===== src/rtl/regfile_dumper.sv =====
`default_nettype none
// ============================================================================
//  Module   : regfile_dumper
//  Purpose  : Stalls the core and streams every register-file entry out over
//             a valid/ready port, accumulating an XOR checksum of the beats.
//  Revision : 1.0  initial release
// ============================================================================
module regfile_dumper #(
   parameter int DATA_WIDTH  = 32,
   parameter int REG_NUM     = 32,
   parameter int REG_NUM_BIT = 5
) (
   input  logic                   clk,
   input  logic                   rst_n,
   input  logic                   start,
   output logic                   hold,
   output logic [REG_NUM_BIT-1:0] rf_raddr,
   input  logic [DATA_WIDTH-1:0]  rf_rdata,
   output logic                   out_valid,
   input  logic                   out_ready,
   output logic [REG_NUM_BIT-1:0] out_idx,
   output logic [DATA_WIDTH-1:0]  out_data,
   output logic                   busy,
   output logic                   done,
   output logic [DATA_WIDTH-1:0]  checksum
);

   localparam logic [1:0] S_IDLE = 2'd0;
   localparam logic [1:0] S_READ = 2'd1;
   localparam logic [1:0] S_SEND = 2'd2;
   localparam logic [1:0] S_DONE = 2'd3;

   localparam logic [REG_NUM_BIT-1:0] c_last_idx = REG_NUM_BIT'(REG_NUM - 1);
   localparam logic [REG_NUM_BIT-1:0] c_idx_one  = REG_NUM_BIT'(1);

   logic [1:0]             r_state;
   logic [1:0]             w_next_state;
   logic [REG_NUM_BIT-1:0] r_idx;
   logic [REG_NUM_BIT-1:0] r_out_idx;
   logic [DATA_WIDTH-1:0]  r_out_data;
   logic [DATA_WIDTH-1:0]  r_checksum;
   logic [DATA_WIDTH-1:0]  w_captured;
   logic                   w_handshake;
   logic                   w_last;

   // Register 0 is architecturally hard-wired to zero, whatever the RF returns.
   assign w_captured  = (r_idx == '0) ? '0 : rf_rdata;
   assign w_handshake = (r_state == S_SEND) && out_ready;
   assign w_last      = (r_idx == c_last_idx);

   always_ff @(posedge clk or negedge rst_n) begin
      if (!rst_n) begin
         r_state <= S_IDLE;
      end else begin
         r_state <= w_next_state;
      end
   end

   always_comb begin
      w_next_state = r_state;
      case (r_state)
         S_IDLE:  if (start) w_next_state = S_READ;
         S_READ:  w_next_state = S_SEND;
         S_SEND:  if (w_handshake) w_next_state = w_last ? S_DONE : S_READ;
         S_DONE:  w_next_state = S_IDLE;
         default: w_next_state = S_IDLE;
      endcase
   end

   always_comb begin
      hold      = 1'b0;
      busy      = 1'b0;
      out_valid = 1'b0;
      done      = 1'b0;
      rf_raddr  = '0;
      case (r_state)
         S_READ: begin
            hold     = 1'b1;
            busy     = 1'b1;
            rf_raddr = r_idx;
         end
         S_SEND: begin
            hold      = 1'b1;
            busy      = 1'b1;
            out_valid = 1'b1;
            rf_raddr  = r_idx;
         end
         S_DONE: begin
            hold     = 1'b1;
            busy     = 1'b1;
            done     = 1'b1;
            rf_raddr = r_idx;
         end
         default: ;
      endcase
   end

   // Beat registers only move in READ, so they are naturally stable across SEND stalls.
   always_ff @(posedge clk or negedge rst_n) begin
      if (!rst_n) begin
         r_idx      <= '0;
         r_out_idx  <= '0;
         r_out_data <= '0;
         r_checksum <= '0;
      end else begin
         case (r_state)
            S_IDLE: begin
               if (start) begin
                  r_idx      <= '0;
                  r_checksum <= '0;
               end
            end
            S_READ: begin
               r_out_data <= w_captured;
               r_out_idx  <= r_idx;
               r_checksum <= r_checksum ^ w_captured;
            end
            S_SEND: begin
               if (w_handshake && !w_last) begin
                  r_idx <= r_idx + c_idx_one;
               end
            end
            default: ;
         endcase
      end
   end

   assign out_idx  = r_out_idx;
   assign out_data = r_out_data;
   assign checksum = r_checksum;

endmodule
`default_nettype wire

===== config.mk =====
export PLATFORM = sky130hd
export DESIGN_NAME = regfile_dumper
export DESIGN_NICKNAME = d
export VERILOG_FILES = /design/src/rtl/regfile_dumper.sv
export SDC_FILE = /design/constraint.sdc
export NUM_CORES = 1
export LEC_CHECK = 0
export ABC_AREA = 1
export BUFFER_PORTS_ARGS = -buffer_cell sky130_fd_sc_hd__clkbuf_2
export CAP_MARGIN = 20
export CORE_ASPECT_RATIO = 1.25
export CORE_MARGIN = 3
export CORE_UTILIZATION = 35
export CTS_BUF_LIST = sky130_fd_sc_hd__clkbuf_2
export DETAILED_ROUTE_END_ITERATION = 8
export SETUP_SLACK_MARGIN = 0.3
export SKIP_LAST_GASP = 1
export SLEW_MARGIN = 20
export SYNTH_ARGS = -nofsm -noshare
export SYNTH_HDL_FRONTEND = slang
export SYNTH_SLANG_ARGS = --single-unit

===== constraint.sdc =====
create_clock -name clk -period 2 [get_ports clk]
set_clock_uncertainty 0.2 [all_clocks]
set_input_delay 0 -clock clk [delete_from_list [all_inputs] [get_ports clk]]
set_output_delay 0 -clock clk [all_outputs]
set_load 0.005 [all_outputs]

Word level (Yosys, flattened, before mapping)
Cells that the tools add are included.

Register bits after elaboration: 76. Input bits: 36. Output and inout bits: 78.

Add/subtract/negate cells: 1. Equality and inequality tests: 7. Multiplexer cells: 14. Bitwise operators: 1. Reductions and logical operators: 11.

Operators with widths (number): 32-bit two-way mux (2); 32-bit case mux with 2 select lines (1); 32-bit XOR (1); 5-bit two-way mux (3); 5-bit case mux with 2 select lines (1); 2-bit case mux with 4 select lines (1); 2-bit two-way mux (3); 5-bit by 1-bit adder with 5-bit output (second input constant) (1); 5-bit == test (second input constant) (1); 5-bit zero test (1); 2-bit == test (second input constant) (2); 2-bit != test (second input constant) (2); 2-bit AND reduction (2); 2-bit nonzero test (2); 1-bit two-way mux (3); 3-bit AND reduction (1); 3-bit OR reduction (1); 2-bit by 1-bit == test with 1-bit output (second input constant) (1); 1-bit logical AND (2); 2-bit zero test (1); 2-bit by 1-bit != test with 1-bit output (second input constant) (1); 1-bit zero test (1).

Logic depth before layout (Yosys ltp)
Gate-level depths: netlist (run 1).

Word-level depth: 5. Mapped depth: 8. Mapped depth without buffers: 8.

Least setup slack after synthesis (run 1)
No wires, ideal clock.

Path type: register to register. Start: register r_idx[0]. End: register r_idx[4]. Library setup time: 127 ps. Data arrival time: 1364 ps. Required time: 1673 ps. Path slack: 309 ps. Cell stages (with the launch flop): 9. Path buffers: 0. Cell sequence: dfrtp_1 > ha_1 > nand2_1 > nor2_1 > ha_1 > a21oi_1 > nand3_1 > nand2_1 > o21ai_0.

Longest elaborated chain between the ends: 5. Elaborated cells on any way between the ends: 8. Classes of those cells: add/sub: 1; eq/ne: 2; mux: 2; reduce/logical: 3.

RTL lines: start: declaration (line 38) `logic [REG_NUM_BIT-1:0] r_idx;`; start signal: assignment (line 120) `r_idx <= r_idx + c_idx_one;`; parallel branches: the longest is 5 deep, another holds 5-bit by 1-bit adder with 5-bit output.

Several ways; the timed one is not identified. The select of a mux whose other input is x is not followed. A chain may end at the register's enable or synchronous reset.

Worst setup path after layout (run 1)
Start: register r_idx[1]. End: register r_idx[2].

The elaborated chain is that of the path after synthesis.

==> results of run 1 <==
## cells in the mapped netlist
| master | instances |
|---|---|
| a21oi_1 | 1 |
| buf_1 | 1 |
| buf_2 | 6 |
| buf_4 | 9 |
| buf_6 | 1 |
| clkbuf_1 | 1 |
| dfrtp_1 | 76 |
| ha_1 | 3 |
| inv_1 | 59 |
| inv_2 | 3 |
| nand2_1 | 173 |
| nand2_2 | 1 |
| nand2_4 | 1 |
| nand3_1 | 38 |
| nand3_2 | 1 |
| nand4_1 | 20 |
| nor2_1 | 29 |
| nor2_2 | 3 |
| nor2_4 | 11 |
| o21ai_0 | 3 |
| o21ai_1 | 7 |
| or2_2 | 1 |
## layer usage
metal	global-route usage, %	up-vias	wire (um)
met5	0	-	0
met4	6.32	0	165
met3	3.63	14	526
met2	30.7	107	4930
met1	21.4	1659	4260
li1	-	1712	-
## stage by stage
stage	total power [mW]	hold slack, ps
after floorplan	3.78	-496
after global placement	4.65	-229
after detailed placement	4.71	-222
after CTS	5.86	14.2
after global routing	6.57	35.3
final	6.04	64.9
## state kept, by name (all words and copies together) (netlist names)
name	count
r_state	2
out_data	32
out_idx	5
r_idx	5
checksum	32
## timing repair
item | 4_1_cts | 5_1_grt
hold buffers | 36 | 0
pin swaps | 5 | 14
gates cloned | 2 | 1
buffers inserted | 9 | 6
setup endpoints to repair | 67 | 51
endpoints found under the hold margin | 147 | 0
gates resized for setup | 15 | 31
## cell type report
| class | count | area (um^2) |
|---|---|---|
| fillers | 972 | 4730 |
| flip-flops and latches | 76 | 1910 |
| multi-input cells | 292 | 1440 |
| repair buffers | 174 | 1260 |
| inverters | 62 | 243 |
| well taps | 126 | 158 |
| clock buffers | 9 | 45.0 |
| clock inverters | 7 | 33.8 |
## final timing paths
kind	slack, ps	end
max	290	r_idx[2]$_DFFE_PN0P_
min	60	checksum[24]$_DFFE_PN0P_
max reg2reg	290	r_idx[2]$_DFFE_PN0P_
min reg2reg	310	out_data[20]$_DFFE_PN0P_
max in group asynchronous	710	checksum[22]$_DFFE_PN0P_
min in group asynchronous	290	out_idx[2]$_DFFE_PN0P_
## cells by family (layout without fill, tap and decap cells)
| group | Yosys count | count (layout) | share of synthesized area, % |
|---|---|---|---|
| AOI/OAI and AO/OA | 11 | 11 | 1.53 |
| buffers and inverters | 80 | 252 | 9.71 |
| DFF | 76 | 76 | 52.9 |
| and+or+nand+nor | 278 | 278 | 34.8 |
| adders and majority gates | 3 | 3 | 1.04 |
## worst min-delay path: stages
cell and delay (ps):
dlygate4sd3_1 530, clkbuf_2 110, nand4_1 70, nand2_1 50
## power by group through the flow
stage,clock (mW),sequential [mW],combinational (mW)
2_1_floorplan,0,2.25,1.53
3_3_place_gp,0,2.25,2.40
3_5_place_dp,0,2.26,2.45
4_1_cts,0.725,2.22,2.91
5_1_grt,0.781,2.30,3.49
6_report,0.683,2.24,3.12
==> impl_metrics.ini, run 1 <==
[synth]
synth_top_cell_area_share_pct = 52.9
synth_area_per_cell_um2 = 8.02
synthesis.nets = 487
netlist_instances = 448
ys_ff_latch = 76
syn_area_um2 = 3590
synth_cell_types = 22
yosys_warnings = 0
yosysTopAreaCell = dfrtp_1
yosysSeqAreaShare_pct = 52.9
ys_top_cells_by_area = dfrtp_1 (53%), nand2_1 (18%), inv_1 (6.2%)

[sta]
fin_crit_ps = 1710
worst_pin_slew_ps = 432
hold_violations = 0
final-setup-viol-count = 0
relSlewSlack_pct = 71.2
drv_slew = 0
rsz0062_at_grt = yes
setup_slack_ps = 294
fmax_mhz = 586
min_period_over_period_pct = 85.3
setup_tns_ps = 0

[placement]
hpwl_um = 6330
placed_cell_area_um2 = 4310
pre_cts_ws_ps = 165
gp_congestion = 0.791
place_inst = 676
portBuffers = 113

[global_route]
overflow = 0
grt_pass1_vias = 3543
grt_antenna_before_repair = 0
grt_pass1_wl_um = 16700
grt_max_degree = 59
globalRouteTotalUtil_pct = 17.6

[cts]
clk_latency_ps = 500
tritoncts = yes
root_buffer = clkbuf_2
htree_levels = 3
cts_num_sinks = 76
cts_buffers = 9
cts.path.max_buffers = 2
path_clk_slew_ps = 220

[setup_path]
r2r_cells = 8
r2r-start = r_idx[1]$_DFFE_PN0P_
crit_family = flip-flops
end_kind = flop
worst-path-buf-inv = 0
cp.required_ps = 2200
criticalPathCategory = flop to flop
startpoint = r_idx[1]$_DFFE_PN0P_
crit_arrival_ps = 1910
crit_cells = 8
crit_top_cell = ha_2
cp_slowest_cell = dfrtp_1
cp_max_fo = 6
crit_chain = ha_2, nand2_2, nor2_2, ha_2, a21oi_2, nand3_2, nand2_1, o21ai_1
cp-start-kind = flop
max_stage_delay_ps = 450

[drt]
wl_um = 9880
drtIter0Drc = 98
firstDrtPassIters = 4
drt-vias-per-instance = 4.68
wire_per_inst_um = 13.2
vias = 3492
ant_nets = 0
drc_errors = 0

[die]
initial_core_util_pct = 36.6
std_cell_rows = 40
core_um2 = 9810
io_pins = 114
dieWidth_um = 96.6
chipHeight_um = 119
die_area_um2 = 11500

[power_and_ir_drop]
seq_power_share_pct = 37.1
power_frac_comb_pct = 51.6
internal-power_mw = 3.43
p_switching_mw = 2.61
leakagePower_nw = 2.94
switching_share_pct = 43.3
p_clk_share_pct = 11.3
power_density_nw_per_um2 = 1190
ir_drop_mv = 0.719

[finish]
final_common_cell = nand2_1
final_cell_mix = nand2_1 (166), clkbuf_2 (121), dfrtp_1 (73)
antenna_cells = 0
post-route-cell-area_um2 = 5080
layout.nets = 654
instances_no_fill = 746
drive_gt1_share_pct = 31.8
area.growth.synth_to_final_pct = 41.4
fin_util_pct = 51.8

[min_path]
hold_class = primary input to flop
min_from = rf_rdata[24]
holdPathStages = 4

[run]
maxCapViolations = 0

[status]
status = finished clean
Note: power is estimated with default switching activity, not from simulation.
==> inputs of run 2 (changes only) <==
--- a/config.mk
+++ b/config.mk
@@ -8,14 +8,13 @@
 export ABC_AREA = 1
 export BUFFER_PORTS_ARGS = -buffer_cell sky130_fd_sc_hd__clkbuf_2
 export CAP_MARGIN = 20
-export CORE_ASPECT_RATIO = 1.25
+export CORE_ASPECT_RATIO = 1.2
 export CORE_MARGIN = 3
 export CORE_UTILIZATION = 35
 export CTS_BUF_LIST = sky130_fd_sc_hd__clkbuf_2
 export DETAILED_ROUTE_END_ITERATION = 8
 export SETUP_SLACK_MARGIN = 0.3
 export SKIP_LAST_GASP = 1
-export SLEW_MARGIN = 20
 export SYNTH_ARGS = -nofsm -noshare
 export SYNTH_HDL_FRONTEND = slang
 export SYNTH_SLANG_ARGS = --single-unit
==> run 2 against run 1 <==
- non-clock buffer count shrank 10
- clock-buffer cell count grew 1
- critical path depth is the same
- clock power grew 0.9%
- design area shrank 4.0%
- combinational power shrank 14%
- fmax grew 0.80%
- critical path type unchanged
- critical endpoint is now r_idx[3]$_DFFE_PN0P_
- highest routed layer unchanged
==> impl_metrics.ini, run 2 (synthesis gave the netlist of run 1 again) <==
[placement]
pre_cts_ws_ps = 203
gp_congestion = 0.743
placed_cell_area_um2 = 4300
portBuffers = 113
place_inst = 673
hpwl_um = 6140

[power_and_ir_drop]
seq_power_share_pct = 39.9
finalPower_mw = 5.59
ir_drop_mv = 0.656
power_frac_comb_pct = 47.8
internal-power_mw = 3.15
p_switching_mw = 2.44
p_clk_share_pct = 12.3
power_density_nw_per_um2 = 1150
switching_share_pct = 43.7
leakagePower_nw = 2.86

[status]
status = finished clean

[cts]
htree_levels = 3
clk_latency_ps = 490
root_buffer = clkbuf_2
cts_buffers = 9
cts_num_sinks = 76
tritoncts = yes
cts.path.max_buffers = 2
path_clk_slew_ps = 220

[die]
chipHeight_um = 117
initial_core_util_pct = 36.8
core_um2 = 9760
io_pins = 114
dieWidth_um = 98.5
std_cell_rows = 39
die_area_um2 = 11500

[min_path]
hold_class = primary input to flop
holdPathStages = 4

[finish]
seqCellArea_um2 = 1900
multi_input_area_um2 = 1380
post-route-cell-area_um2 = 4880
antenna_cells = 0
instances_no_fill = 733
final_common_cell = nand2_1
fin_util_pct = 50.0
drive_gt1_share_pct = 29.2
layout.nets = 644
area.growth.synth_to_final_pct = 35.7
nFillCells = 975
final_cell_mix = nand2_1 (172), clkbuf_2 (122), dfrtp_1 (74)

[drt]
drc_errors = 0
firstDrtPassIters = 4
drtIter0Drc = 90
wl_um = 9280
wire_per_inst_um = 12.7
drt-vias-per-instance = 4.66
ant_nets = 0
vias = 3413

[setup_path]
cp_max_fo = 6
max_stage_delay_ps = 450
end_kind = flop
crit_top_cell = ha_2
r2r_cells = 8
cp_slowest_cell = dfrtp_1
crit_chain = ha_2, nand2_2, nor2_2, ha_2, a21oi_2, nand3_2, nand2_1, o21ai_1
cp-start-kind = flop
crit_arrival_ps = 1900
criticalPathCategory = flop to flop
cp.required_ps = 2210

[global_route]
overflow = 0
grt_max_degree = 47
grt_antenna_before_repair = 0
grt_pass1_wl_um = 15500
grt_pass1_vias = 3245
globalRouteTotalUtil_pct = 16.6

[sta]
fin_hold_ws_ps = 64.7
final-setup-viol-count = 0
hold_violations = 0
setup_slack_ps = 308
setup_tns_ps = 0
relSlewSlack_pct = 76.5
rsz0062_at_grt = yes
worst_pin_slew_ps = 352
min_period_over_period_pct = 84.6
drv_slew = 0
fin_crit_ps = 1690
fmax_mhz = 591

[run]
maxCapViolations = 0
run 2: cell count changes in the layout (fill, tap and decap cells not counted), sizes merged:
| cell | delta |
|---|---|
| buf | -9 |
| clkinv | -1 |
run 2: final cells by class:
class	count	share of cell area [%]
inverter	62	4.82
timing repair buffer	164	23.0
multi-input combinational	292	28.3
clock inverter	6	0.642
clock buffer	10	1.03
tap	123	3.16
sequential	76	39.1
run 2: layer usage:
layer | up-vias | GRT usage (%) | wire length (um)
li1 | 1701 | - | -
met1 | 1600 | 20.8 | 4140
met2 | 100 | 28.5 | 4470
met3 | 12 | 2.85 | 516
met4 | 0 | 7.47 | 153
met5 | - | 0 | 0
run 2: worst max-delay path: cells and delay by family (launching register included):
kind	cells	cell delay, ps
DFF	1	450
adders and majority gates	2	390
and+or+nand+nor	4	340
AOI/OAI and AO/OA	2	230
run 2: path summary, 6_finish.rpt:
kind,start,endpoint,slack (ps)
max,r_idx[1]$_DFFE_PN0P_,r_idx[3]$_DFFE_PN0P_,310
min,rf_rdata[23],checksum[23]$_DFFE_PN0P_,60
max reg2reg,r_idx[1]$_DFFE_PN0P_,r_idx[3]$_DFFE_PN0P_,310
min reg2reg,out_data[28]$_DFFE_PN0P_,out_data[28]$_DFFE_PN0P_,300
max in group asynchronous,rst_n,out_data[29]$_DFFE_PN0P_,1030
min in group asynchronous,rst_n,out_data[15]$_DFFE_PN0P_,300
run 2: what timing repair did:
item / 4_1_cts / 5_1_grt
resized for setup: 9 / 12
endpoints found under the hold margin: 147 / 0
setup endpoints to repair: 13 / 47
hold buffers: 37 / 0
setup buffers: 3 / 4
pin swaps: 3 / 6
run 2: power by group through the flow:
stage | logic [mW] | clock network, mW | registers, mW
after CTS | 2.60 | 0.730 | 2.22
after global placement | 2.40 | 0 | 2.24
after detailed placement | 2.45 | 0 | 2.25
after floorplan | 1.53 | 0 | 2.25
final | 2.67 | 0.689 | 2.23
after global routing | 3.02 | 0.801 | 2.29
==> inputs of run 3 (changes only) <==
==> constraint.sdc (replaced) <==
create_clock -name clk -period 1.6 [get_ports clk]
set_clock_uncertainty 0.2 [all_clocks]
set_input_delay 0 -clock clk [delete_from_list [all_inputs] [get_ports clk]]
set_output_delay 0 -clock clk [all_outputs]
set_load 0.005 [all_outputs]
==> run 3 against run 2 <==
- the run now ends with setup timing left
- cell count increased by 12%
- hold slack improved by 9.3 ps
- core utilization increased by 11 points
- via count increased by 11%
- first-iteration DRC count increased by 69%
- design area increased by 22%
- combinational power increased by 100%
- fmax decreased by 1.6%
- wire length increased by 21%
- non-clock buffer count increased by 85
- critical endpoint unchanged
- highest routed layer unchanged
==> impl_metrics.ini, run 3 (synthesis gave the netlist of run 1 again) <==
[setup_path]
r2r-start = r_idx[1]$_DFFE_PN0P_
max_stage_delay_ps = 450
cp_slowest_cell = dfrtp_1
crit_arrival_ps = 1970
reg2reg_to = r_idx[3]$_DFFE_PN0P_
end_kind = flop
rrSetupSlack_ps = -120
crit_top_cell = ha_2
crit_chain = ha_2, nand2_2, nor2_1, ha_2, a21oi_2, nand3_2, o21ai_1
cp.required_ps = 1850
criticalPathCategory = flop to flop
cp_max_fo = 6
cp-start-kind = flop
r2r_cells = 7
crit_family = flip-flops
worst-path-buf-inv = 0

[finish]
layout.nets = 729
final_common_cell = nand2_1
antenna_cells = 0
final_cell_mix = nand2_1 (149), clkbuf_2 (121), dfrtp_1 (73)
fin_util_pct = 61.0
area.growth.synth_to_final_pct = 65.6
instances_no_fill = 818
drive_gt1_share_pct = 40.6

[global_route]
overflow = 0
grt_pass1_vias = 3606
grt_antenna_before_repair = 0
globalRouteTotalUtil_pct = 18.8
grt_pass1_wl_um = 17100
grt_max_degree = 43

[cts]
cts_buffers = 9
path_clk_slew_ps = 210
cts_num_sinks = 76
htree_levels = 3
cts.path.max_buffers = 2
tritoncts = yes
clk_latency_ps = 520
root_buffer = clkbuf_2

[drt]
drtIter0Drc = 152
firstDrtPassIters = 4
drt-vias-per-instance = 4.64
ant_nets = 0
vias = 3792
wl_um = 11200
drc_errors = 0
wire_per_inst_um = 13.7

[power_and_ir_drop]
finalPower_mw = 9.40
power_density_nw_per_um2 = 1580
ir_drop_mv = 1.01
leakagePower_nw = 3.44

[sta]
fin_hold_ws_ps = 73.9
drv_slew = 0
relSlewSlack_pct = 79.2
hold_violations = 0
worst_pin_slew_ps = 311
setup_slack_ps = -119
fmax_mhz = 582
rsz0062_at_grt = yes
final-setup-viol-count = 12
fin_crit_ps = 1720
min_period_over_period_pct = 107

[die]
chipHeight_um = 117
die_area_um2 = 11500
initial_core_util_pct = 36.8
io_pins = 114
core_um2 = 9760
std_cell_rows = 39
dieWidth_um = 98.5

[placement]
hpwl_um = 6330
place_inst = 683
gp_congestion = 0.753
pre_cts_ws_ps = -55.4
portBuffers = 113

[run]
maxCapViolations = 0

[min_path]
holdPathStages = 4
hold_class = primary input to flop
min_to = checksum[17]$_DFFE_PN0P_
min_from = rf_rdata[17]

[status]
status = finished with violations
violations = setup timing
[run 3: layer usage]
layer,GRT usage (%),wire [um],up-vias
met4,7.19,204,0
li1,-,-,1866
met5,0,0,-
met2,32.8,5820,107
met3,3.56,540,19
met1,23.3,4670,1800
[run 3: how the worst max path moves through the flow]
stage	depth (start not counted)	to	from	slack, ps
after global routing	8	r_idx[4]$_DFFE_PN0P_	r_idx[1]$_DFFE_PN0P_	-200
after global placement	8	r_idx[4]$_DFFE_PN0P_	r_idx[1]$_DFFE_PN0P_	-10
after CTS	8	r_idx[4]$_DFFE_PN0P_	r_idx[0]$_DFFE_PN0P_	-80
after floorplan	8	r_idx[4]$_DFFE_PN0P_	r_idx[1]$_DFFE_PN0P_	30
after detailed placement	8	r_idx[4]$_DFFE_PN0P_	r_idx[1]$_DFFE_PN0P_	-60
final	7	r_idx[3]$_DFFE_PN0P_	r_idx[1]$_DFFE_PN0P_	-120
[run 3: timing repair]
action	4_1_cts	5_1_grt
setup buffers	37	32
gates cloned	4	1
hold endpoints to repair	147	6
gates resized for setup	23	55
endpoints found under the setup margin	152	154
pin swaps	6	12
hold buffers	39	6
[run 3: metrics by stage]
step	instance area, um^2	setup TNS, ps
4_1_cts	5420	-878
3_5_place_dp	4430	-202
3_3_place_gp	4430	-18.4
5_1_grt	5950	-3220
2_1_floorplan	3650	0
6_report	5950	-466
[run 3: worst register-to-register path, stage by stage, from the launching register on]
cell and delay, ps:
dfrtp_1 450, ha_2 210, nand2_2 90, nor2_1 50, ha_2 170, a21oi_2 150, nand3_2 140, o21ai_1 190
[run 3: cell type report]
cell class | instances | area, um^2
well taps | 123 | 154
repair buffers | 249 | 1970
multi-input cells | 292 | 1540
flip-flops and latches | 76 | 1910
clock inverters | 7 | 90.1
clock buffers | 9 | 45.0
fillers | 828 | 3810
inverters | 62 | 245
[run 3: where the power goes]
group          internal [mW]  switching [mW]
clock                  0.512           0.709
combinational           2.72            2.71
sequential              2.42           0.324
